`config.mk`:
```
export PLATFORM = sky130hd
export DESIGN_NAME = stripe_pattern_generator
export DESIGN_NICKNAME = d
export VERILOG_FILES = /design/src/rtl/pattern_gen_pkg.sv /design/src/rtl/raster_counter.sv /design/src/rtl/stripe_pattern_generator.sv
export SDC_FILE = /design/constraint.sdc
export NUM_CORES = 1
export LEC_CHECK = 0
export CAP_MARGIN = 20
export CORE_ASPECT_RATIO = 1.1
export CORE_MARGIN = 4
export CORE_UTILIZATION = 50
export CTS_CLUSTER_SIZE = 24
export DETAILED_ROUTE_END_ITERATION = 7
export PLACE_DENSITY = 0.78
export SKIP_LAST_GASP = 1
export SLEW_MARGIN = 25
export SYNTH_ARGS = -nofsm -noshare
export SYNTH_HDL_FRONTEND = slang
export SYNTH_HIERARCHICAL = 1
export SYNTH_SLANG_ARGS = --single-unit
```
`constraint.sdc`:
```
create_clock -name clk -period 2.5 [get_ports clk]
set_input_delay 0.5 -clock clk [delete_from_list [all_inputs] [get_ports clk]]
set_output_delay 0.5 -clock clk [all_outputs]
set_load 0.005 [all_outputs]
```
`src/rtl/pattern_gen_pkg.sv`:
```
// Shared types and default levels for the stripe pattern generator.
package pattern_gen_pkg;

  typedef enum logic [1:0] {
    ST_IDLE   = 2'd0,
    ST_ACTIVE = 2'd1,
    ST_GAP    = 2'd2
  } state_e;

  localparam logic [7:0] DEF_WHITE_LEVEL = 8'd255;
  localparam logic [7:0] DEF_BLACK_LEVEL = 8'd0;

endpackage

```
`src/rtl/raster_counter.sv`:
```
// Column/row raster position for one frame, advanced once per accepted beat.
module raster_counter #(
  parameter int WIDTH  = 320,
  parameter int HEIGHT = 240,
  parameter int XW     = 9,
  parameter int YW     = 8
) (
  input  logic          clk,
  input  logic          rst_n,
  input  logic          clear,
  input  logic          advance,
  output logic [XW-1:0] x,
  output logic [YW-1:0] y,
  output logic          sof,
  output logic          eol,
  output logic          eof
);

  logic [XW-1:0] x_q, x_d;
  logic [YW-1:0] y_q, y_d;
  logic          last_col, last_row;

  assign last_col = (x_q == XW'(WIDTH - 1));
  assign last_row = (y_q == YW'(HEIGHT - 1));

  always_comb begin
    x_d = x_q;
    y_d = y_q;
    if (clear) begin
      x_d = '0;
      y_d = '0;
    end else if (advance) begin
      if (last_col) begin
        x_d = '0;
        y_d = last_row ? '0 : y_q + 1'b1;
      end else begin
        x_d = x_q + 1'b1;
      end
    end
  end

  always_ff @(posedge clk or negedge rst_n) begin
    if (!rst_n) begin
      x_q <= '0;
      y_q <= '0;
    end else begin
      x_q <= x_d;
      y_q <= y_d;
    end
  end

  assign x   = x_q;
  assign y   = y_q;
  assign sof = (x_q == '0) && (y_q == '0);
  assign eol = last_col;
  assign eof = last_col && last_row;

endmodule

```
`src/rtl/stripe_pattern_generator.sv`:
```
// Horizontal stripe test-pattern source with ready/valid output and frame sequencing.
// state     | meaning
// ST_IDLE   | waiting for start, outputs quiet
// ST_ACTIVE | streaming one frame
// ST_GAP    | FRAME_GAP idle cycles, then next frame or IDLE
module stripe_pattern_generator
  import pattern_gen_pkg::*;
#(
  parameter int          IMG_WIDTH   = 320,
  parameter int          IMG_HEIGHT  = 240,
  parameter int          W           = 8,
  parameter logic [W-1:0] WHITE_LEVEL = W'(DEF_WHITE_LEVEL),
  parameter logic [W-1:0] BLACK_LEVEL = W'(DEF_BLACK_LEVEL),
  parameter int          FRAME_GAP   = 16
) (
  input  logic         clk,
  input  logic         rst_n,
  input  logic         start,
  input  logic         continuous,
  input  logic         stop,
  input  logic [7:0]   y_start,
  input  logic [7:0]   stripe_height,
  input  logic [7:0]   gap_height,
  input  logic [3:0]   num_stripes,
  input  logic [8:0]   x_start,
  input  logic [8:0]   x_end,
  output logic         y_valid,
  input  logic         y_ready,
  output logic [W-1:0] y_data,
  output logic         sof,
  output logic         eol,
  output logic         eof,
  output logic         busy,
  output logic [15:0]  frame_count
);

  localparam int XW = $clog2(IMG_WIDTH);
  localparam int YW = $clog2(IMG_HEIGHT);
  localparam int GW = (FRAME_GAP > 1) ? $clog2(FRAME_GAP) : 1;

  state_e        state_q, state_d;
  logic          stop_q, stop_d;
  logic [GW-1:0] gap_q, gap_d;
  logic [15:0]   fc_q, fc_d;
  logic [7:0]    ys_q, ys_d, sh_q, sh_d, gh_q, gh_d;
  logic [3:0]    ns_q, ns_d, idx_q, idx_d;
  logic [8:0]    xs_q, xs_d, xe_q, xe_d, phase_q, phase_d;

  logic          beat, frame_start, row_started, row_white, col_white;
  logic [8:0]    period, phase_inc;
  logic [XW-1:0] r_x;
  logic [YW-1:0] r_y;
  logic          r_sof, r_eol, r_eof;

  assign y_valid = (state_q == ST_ACTIVE);
  assign beat    = y_valid && y_ready;

  raster_counter #(
    .WIDTH (IMG_WIDTH),
    .HEIGHT(IMG_HEIGHT),
    .XW    (XW),
    .YW    (YW)
  ) u_raster (
    .clk    (clk),
    .rst_n  (rst_n),
    .clear  (frame_start),
    .advance(beat),
    .x      (r_x),
    .y      (r_y),
    .sof    (r_sof),
    .eol    (r_eol),
    .eof    (r_eof)
  );

  // Row phase within a stripe period and stripe index replace k mod / k div.
  assign period      = {1'b0, sh_q} + {1'b0, gh_q};
  assign phase_inc   = phase_q + 9'd1;
  assign row_started = 16'(r_y) >= 16'(ys_q);
  assign row_white   = row_started && (idx_q < ns_q) && (phase_q < {1'b0, sh_q});
  assign col_white   = (16'(r_x) >= 16'(xs_q)) && (16'(r_x) <= 16'(xe_q));

  always_comb begin
    state_d     = state_q;
    stop_d      = stop_q;
    gap_d       = gap_q;
    fc_d        = fc_q;
    ys_d        = ys_q;
    sh_d        = sh_q;
    gh_d        = gh_q;
    ns_d        = ns_q;
    xs_d        = xs_q;
    xe_d        = xe_q;
    phase_d     = phase_q;
    idx_d       = idx_q;
    frame_start = 1'b0;

    case (state_q)
      ST_IDLE: begin
        if (start) begin
          state_d     = ST_ACTIVE;
          stop_d      = 1'b0;
          frame_start = 1'b1;
        end
      end
      ST_ACTIVE: begin
        if (stop) stop_d = 1'b1;
        if (beat && r_eof) begin
          state_d = ST_GAP;
          gap_d   = GW'(FRAME_GAP - 1);
          fc_d    = fc_q + 16'd1;
        end
      end
      ST_GAP: begin
        if (stop) stop_d = 1'b1;
        if (gap_q == '0) begin
          if (continuous && !stop_q && !stop) begin
            state_d     = ST_ACTIVE;
            frame_start = 1'b1;
          end else begin
            state_d = ST_IDLE;
          end
        end else begin
          gap_d = gap_q - 1'b1;
        end
      end
      default: state_d = ST_IDLE;
    endcase

    if (frame_start) begin
      ys_d    = y_start;
      sh_d    = stripe_height;
      gh_d    = gap_height;
      ns_d    = num_stripes;
      xs_d    = x_start;
      xe_d    = x_end;
      phase_d = '0;
      idx_d   = '0;
    end else if (beat && r_eol && row_started) begin
      if (phase_inc == period) begin
        phase_d = '0;
        if (idx_q != 4'hF) idx_d = idx_q + 4'd1;
      end else begin
        phase_d = phase_inc;
      end
    end
  end

  always_ff @(posedge clk or negedge rst_n) begin
    if (!rst_n) begin
      state_q <= ST_IDLE;
      stop_q  <= 1'b0;
      gap_q   <= '0;
      fc_q    <= '0;
      ys_q    <= '0;
      sh_q    <= '0;
      gh_q    <= '0;
      ns_q    <= '0;
      xs_q    <= '0;
      xe_q    <= '0;
      phase_q <= '0;
      idx_q   <= '0;
    end else begin
      state_q <= state_d;
      stop_q  <= stop_d;
      gap_q   <= gap_d;
      fc_q    <= fc_d;
      ys_q    <= ys_d;
      sh_q    <= sh_d;
      gh_q    <= gh_d;
      ns_q    <= ns_d;
      xs_q    <= xs_d;
      xe_q    <= xe_d;
      phase_q <= phase_d;
      idx_q   <= idx_d;
    end
  end

  assign y_data      = !y_valid ? '0 : ((row_white && col_white) ? WHITE_LEVEL : BLACK_LEVEL);
  assign sof         = y_valid && r_sof;
  assign eol         = y_valid && r_eol;
  assign eof         = y_valid && r_eof;
  assign busy        = (state_q != ST_IDLE);
  assign frame_count = fc_q;

endmodule

```
**Word level (Yosys, flattened, before mapping)**

Index checks and enable logic that the tools add are counted.

- Register bits after elaboration: 99
- Latch bits: 0
- RAM bits: 0
- Bits in read-only memories: 0
- Input bits: 52
- Output and inout port bits: 29
- Memories kept: 0

- Add/subtract/negate cells: 7
- Multipliers: 0
- Div/mod/pow operators: 0
- Magnitude comparators: 5
- Equality and inequality tests: 11
- Shift operators: 0
- Mux-type cells: 31
- Bitwise logic cells: 0
- Reductions and logical operators: 36

Operators with widths:

| operator | count |
|---|---|
| 2-to-1 mux 9 bit | 6 |
| 2-to-1 mux 8 bit | 6 |
| 2-to-1 mux 4 bit | 6 |
| adder 9 x 1 -> 9 bit, second input constant | 2 |
| adder 16 x 1 -> 16 bit, second input constant | 1 |
| nonzero test 2 bit | 8 |
| logical AND 1 bit | 15 |
| AND reduction 3 bit | 4 |
| adder 8 x 8 -> 9 bit | 1 |
| equality test 9 bit | 1 |
| equality test 9 bit, second input constant | 1 |
| greater-or-equal comparator 9 bit | 1 |
| <= comparator 9 bit | 1 |
| zero test 9 bit | 1 |
| less-than comparator 9 x 8 -> 1 bit | 1 |
| adder 8 x 1 -> 8 bit, second input constant | 1 |
| equality test 8 bit, second input constant | 1 |
| greater-or-equal comparator 8 bit | 1 |
| zero test 8 bit | 1 |
| one-hot mux 4 bit (2 select lines) | 1 |
| 2-to-1 mux 1 bit | 6 |
| 2-to-1 mux 2 bit | 3 |
| inequality test 2 bit, second input constant | 3 |
| one-hot mux 2 bit (3 select lines) | 1 |
| 13 further kinds | 17 |

**Longest topological paths before layout**

- Depth after elaboration: 8
- Depth in mapped cells: 12
- Gate-level depth less buffers: 10

**Cells and area by module**

The synthesis kept the hierarchy.

By module, submodules not included:

| module | instances | cells each | area an instance (sq um) | sequential area each (sq um) |
|---|---|---|---|---|
| stripe_pattern_generator | 1 | 546 | 4999.8 | 2052.0 |
| raster_counter | 1 | 113 | 1036.0 | 425.4 |

**Least setup slack after synthesis**

Ideal clock, no wire load.

- Path type: register to output
- From: reg sh_q[1]
- To: out y_data[1]
- Arrival time: 2.336 ns
- Slack: -0.336 ns
- Stages on the path, launching flop included: 10
- Path buffers: 1
- Cells stage by stage: dfrtp_1 -> inv_1 -> ha_1 -> a21o_1 -> a21o_1 -> a211oi_1 -> o21bai_1 -> a21o_1 -> a211oi_1 -> buf_4

- Cells in the longest elaborated chain, start to end: 5

RTL lines:

| element | line | RTL |
|---|---|---|
| from (decl) | stripe_pattern_generator.sv:45 | `logic [7:0] ys_q, ys_d, sh_q, sh_d, gh_q, gh_d;` |
| from (signal assigned) | stripe_pattern_generator.sv:155 | `sh_q <= '0;` |
| from (signal assigned) | stripe_pattern_generator.sv:168 | `sh_q <= sh_d;` |
| less-than comparator 9 x 8 -> 1 bit | stripe_pattern_generator.sv:79 | `assign row_white = row_started && (idx_q < ns_q) && (phase_q < {1'b0, sh_q});` |
| logical AND 1 bit | stripe_pattern_generator.sv:79 |  |
| logical AND 1 bit | stripe_pattern_generator.sv:178 | `assign y_data = !y_valid ? '0 : ((row_white && col_white) ? WHITE_LEVEL : BLACK_LEVEL);` |
| 2-to-1 mux 8 bit (2 in a row) | stripe_pattern_generator.sv:178 |  |
| to (decl) | stripe_pattern_generator.sv:29 | `output logic [W-1:0] y_data,` |

No other way between the ends.

**Worst setup path in the final report**

- From: reg sh_q[1]
- To: out y_data[2]

Same word-level chain as after synthesis.

==> results.py <==
metrics = {
    "pwr": {
        "ir_drop_mv": 0.694,
        "p_switching_mw": 3.12,
        "seq_power_share_pct": 28.6,
        "power.total_mw": 8.06,
        "power_density_nw_per_um2": 970,
        "p_int_mw": 4.94,
        "power.leakage_nw": 3.96,
        "combPwrFrac_pct": 54.0,
        "power_frac_clock_pct": 17.4,
        "sw_frac_of_total_pct": 38.7,
    },
    "worst_setup_path": {
        "start_kind": "register",
        "cp-end-kind": "output port",
        "cp_data_required_time_ns": 2.00,
        "cp.arrival_ns": 2.36,
        "path_max_fanout": 8,
        "path_class": "register to output port",
    },
    "drt": {
        "dr_total_vias": 5397,
        "firstDrtPassIters": 5,
        "wirelength_mm": 15.8,
        "drtIter0Drc": 328,
        "via_per_inst": 5.50,
        "routedWlPerCell_um": 16.1,
        "ant_nets": 0,
        "drc": 0,
    },
    "cells_and_area": {
        "drive_gt1_share_pct": 22.4,
        "nFillCells": 843,
        "final_cell_mix": "nand2_1, dfrtp_1, buf_4",
        "fin_nets": 935,
        "stdcell_area_um2": 8310,
        "area_growth_pct": 37.7,
        "diodes": 0,
        "final_common_cell": "nand2_1",
        "stdcell_count": 981,
        "fin_util_pct": 71.4,
    },
    "timing": {
        "hold_violations": 0,
        "fmax_ghz": 0.349,
        "period_share_pct": 115,
        "fin_worst_skew_ns": 0.00819,
        "relSlewSlack_pct": 65.6,
        "rsz0062_at_grt": "yes",
        "slew_violations": 0,
        "worstMarginPinSlew_ns": 0.516,
        "period_minus_slack_ns": 2.86,
        "fin_ws_ns": -0.364,
        "setup-violations-final": 21,
    },
    "floorplanning": {
        "die_w_um": 113,
        "core.rowCount": 41,
        "coreArea_um2": 11600,
        "start_util_pct": 51.8,
        "die_area_um2": 13900,
        "dieHeight_um": 123,
        "ios": 81,
    },
    "synthesis": {
        "synth.distinct_cells": 59,
        "seq_area_frac_synth_pct": 41.0,
        "syn_inst": 659,
        "ys_warn_count": 6,
        "synth-seq-cells": 99,
        "synth-edff-count": 0,
        "syn_nets": 768,
        "synthArstFlopShare_pct": 100,
        "netlist_area_um2": 6040,
        "syn_area_per_cell_um2": 9.16,
        "ys.flop_type": "dfrtp_1",
    },
    "clock_tree": {
        "postCtsHoldBufs": 0,
        "h-tree-depth": 3,
        "numCtsBuffers": 9,
        "cts_tree": "done",
        "cts_buffer_depth": 2,
        "cts.sinks": 99,
        "root_buffer": "clkbuf_16",
        "clk_pin_slew_worst_paths_ns": 0.07,
        "worst_skew_pair.late_latency_ns": 0.36,
    },
    "placement": {
        "routabilityCongestion": 0.930,
        "placement.setup.worst_slack_ns": -0.536,
        "hpwl_mm": 11.1,
        "place_inst": 948,
        "place_area_um2": 7570,
        "port_buffers": 80,
    },
    "worst_hold_path": {
        "worstHoldPathType": "input pin to asynchronous set/reset pin",
    },
    "flow_run": {
        "drv_cap": 0,
    },
    "grt": {
        "gr-total-overflow": 0,
        "grt_pass1_vias": 5590,
        "grt_pass1_wl_mm": 25.8,
        "antenna_found_initial": 0,
        "grt_max_degree": 60,
        "grt_use_total_pct": 23.1,
    },
    "run_status": {
        "violations": "setup timing",
        "status": "complete, but fails checks",
    },
}
==> timing repair <==
| action | in CTS | in global routing |
|---|---|---|
| pin swaps | 23 | 29 |
| setup endpoints to repair | 25 | 32 |
| setup buffers | 8 | 9 |
| gates resized for setup | 91 | 26 |
| endpoints found under the hold margin | 0 | 0 |
| cloned | 1 | 0 |
==> critical path, stage by stage (launching register included) <==
cell and delay, ns:
dfrtp_1 0.40, inv_2 0.08, ha_4 0.19, a21o_1 0.17
a21o_1 0.16, a211oi_2 0.17, o21bai_1 0.09, a21o_1 0.23
a211oi_4 0.24, buf_6 0.18, buf_6 0.11
==> routing by layer <==
| metal | up-vias | GRT usage (%) | part of all wire (%) |
|---|---|---|---|
| met5 | - | 0 | 0 |
| met4 | 0 | 9.62 | 2.7 |
| met3 | 38 | 3.62 | 4.1 |
| met2 | 145 | 42.7 | 53 |
| met1 | 2620 | 26.6 | 40 |
| li1 | 2594 | - | - |
==> state kept, by name (all words and copies together) (netlist names) <==
signal	cells
sh_q	8
gh_q	8
ys_q	8
xs_q	9
u_raster/x	9
gap_q	4
ns_q	4
phase_q	9
stop_q	1
u_raster/y	8
xe_q	9
idx_q	4
state_q	2
frame_count	16
==> synth_stat cells (2+ instances only) <==
master / instances / area share, %
nand4b_1: 4 / 0.58
a22oi_1: 2 / 0.25
nor2b_1: 6 / 0.62
nand2b_1: 11 / 1.1
xnor2_1: 28 / 4.1
a21o_1: 15 / 1.9
dfrtp_1: 99 / 41
nand2_1: 105 / 6.5
xor2_1: 12 / 1.7
nor3_1: 6 / 0.50
o31ai_1: 2 / 0.25
or4_1: 8 / 1.0
o21bai_1: 2 / 0.25
buf_2: 3 / 0.25
o32ai_1: 3 / 0.44
and3_1: 11 / 1.1
a211oi_1: 4 / 0.50
nor4_1: 3 / 0.31
nand3_1: 18 / 1.5
and2_1: 6 / 0.62
o21a_1: 4 / 0.50
clkbuf_1: 12 / 0.75
o21ai_0: 51 / 4.2
buf_4: 9 / 1.1
and4_1: 2 / 0.29
a31oi_1: 8 / 0.83
nor4b_1: 3 / 0.44
inv_1: 55 / 3.4
ha_1: 56 / 12
a21oi_1: 30 / 2.5
nand3b_1: 3 / 0.37
buf_1: 4 / 0.25
or3_1: 3 / 0.31
nor2_1: 29 / 1.8
nand4_1: 13 / 1.3
mux2i_1: 6 / 1.0
==> cell families (layout without fill, tap and decap cells) <==
family	count (synthesis)	in the layout	synth area share (%)
fa+ha+maj	57	57	11.9
flops	99	99	41.0
simple gates	242	242	20.7
compound gates	128	128	12.7
buf+inv	84	256	5.97
xor+xnor	42	42	6.47
mux	7	7	1.18
==> worst paths after layout <==
kind	from	end	slack, ns	depth (start not counted)
setup / recovery	sh_q[1]	y_data[2]	-0.36	10
hold / removal	rst_n	gh_q[0]	0.12	2
setup reg to reg	sh_q[1]	idx_q[3]	-0.27	9
hold reg to reg	frame_count[15]	frame_count[15]	0.47	1
max in group asynchronous	rst_n	u_raster/x[5]	1.91	2
min in group clk	frame_count[15]	frame_count[15]	0.47	1
==> final cells by class <==
| cell class | count | area (um2) | area share, % |
|---|---|---|---|
| inverters | 55 | 206 | 2.48 |
| well taps | 150 | 188 | 2.26 |
| clock inverters | 5 | 53.8 | 0.647 |
| multi-input cells | 476 | 3490 | 42.0 |
| flip-flops and latches | 99 | 2480 | 29.8 |
| repair buffers | 185 | 1670 | 20.0 |
| clock buffers | 11 | 233 | 2.80 |
==> stage by stage <==
step / hold slack [ns] / TNS, ns
finish: 0.116 / -4.58
global placement: 0.461 / -4.71
CTS: 0.150 / -4.63
floorplan: 0.204 / 0
global route: 0.150 / -6.61
detailed placement: 0.473 / -5.81
==> power groups by stage <==
stage / clock [mW] / combinational (mW) / sequential, mW
detailed placement: 0 / 3.78 / 2.31
global placement: 0 / 3.65 / 2.29
finish: 1.40 / 4.35 / 2.31
global route: 1.47 / 4.78 / 2.36
CTS: 1.42 / 4.15 / 2.30
floorplan: 0 / 2.48 / 2.30
Note: power is estimated with default switching activity, not from simulation.
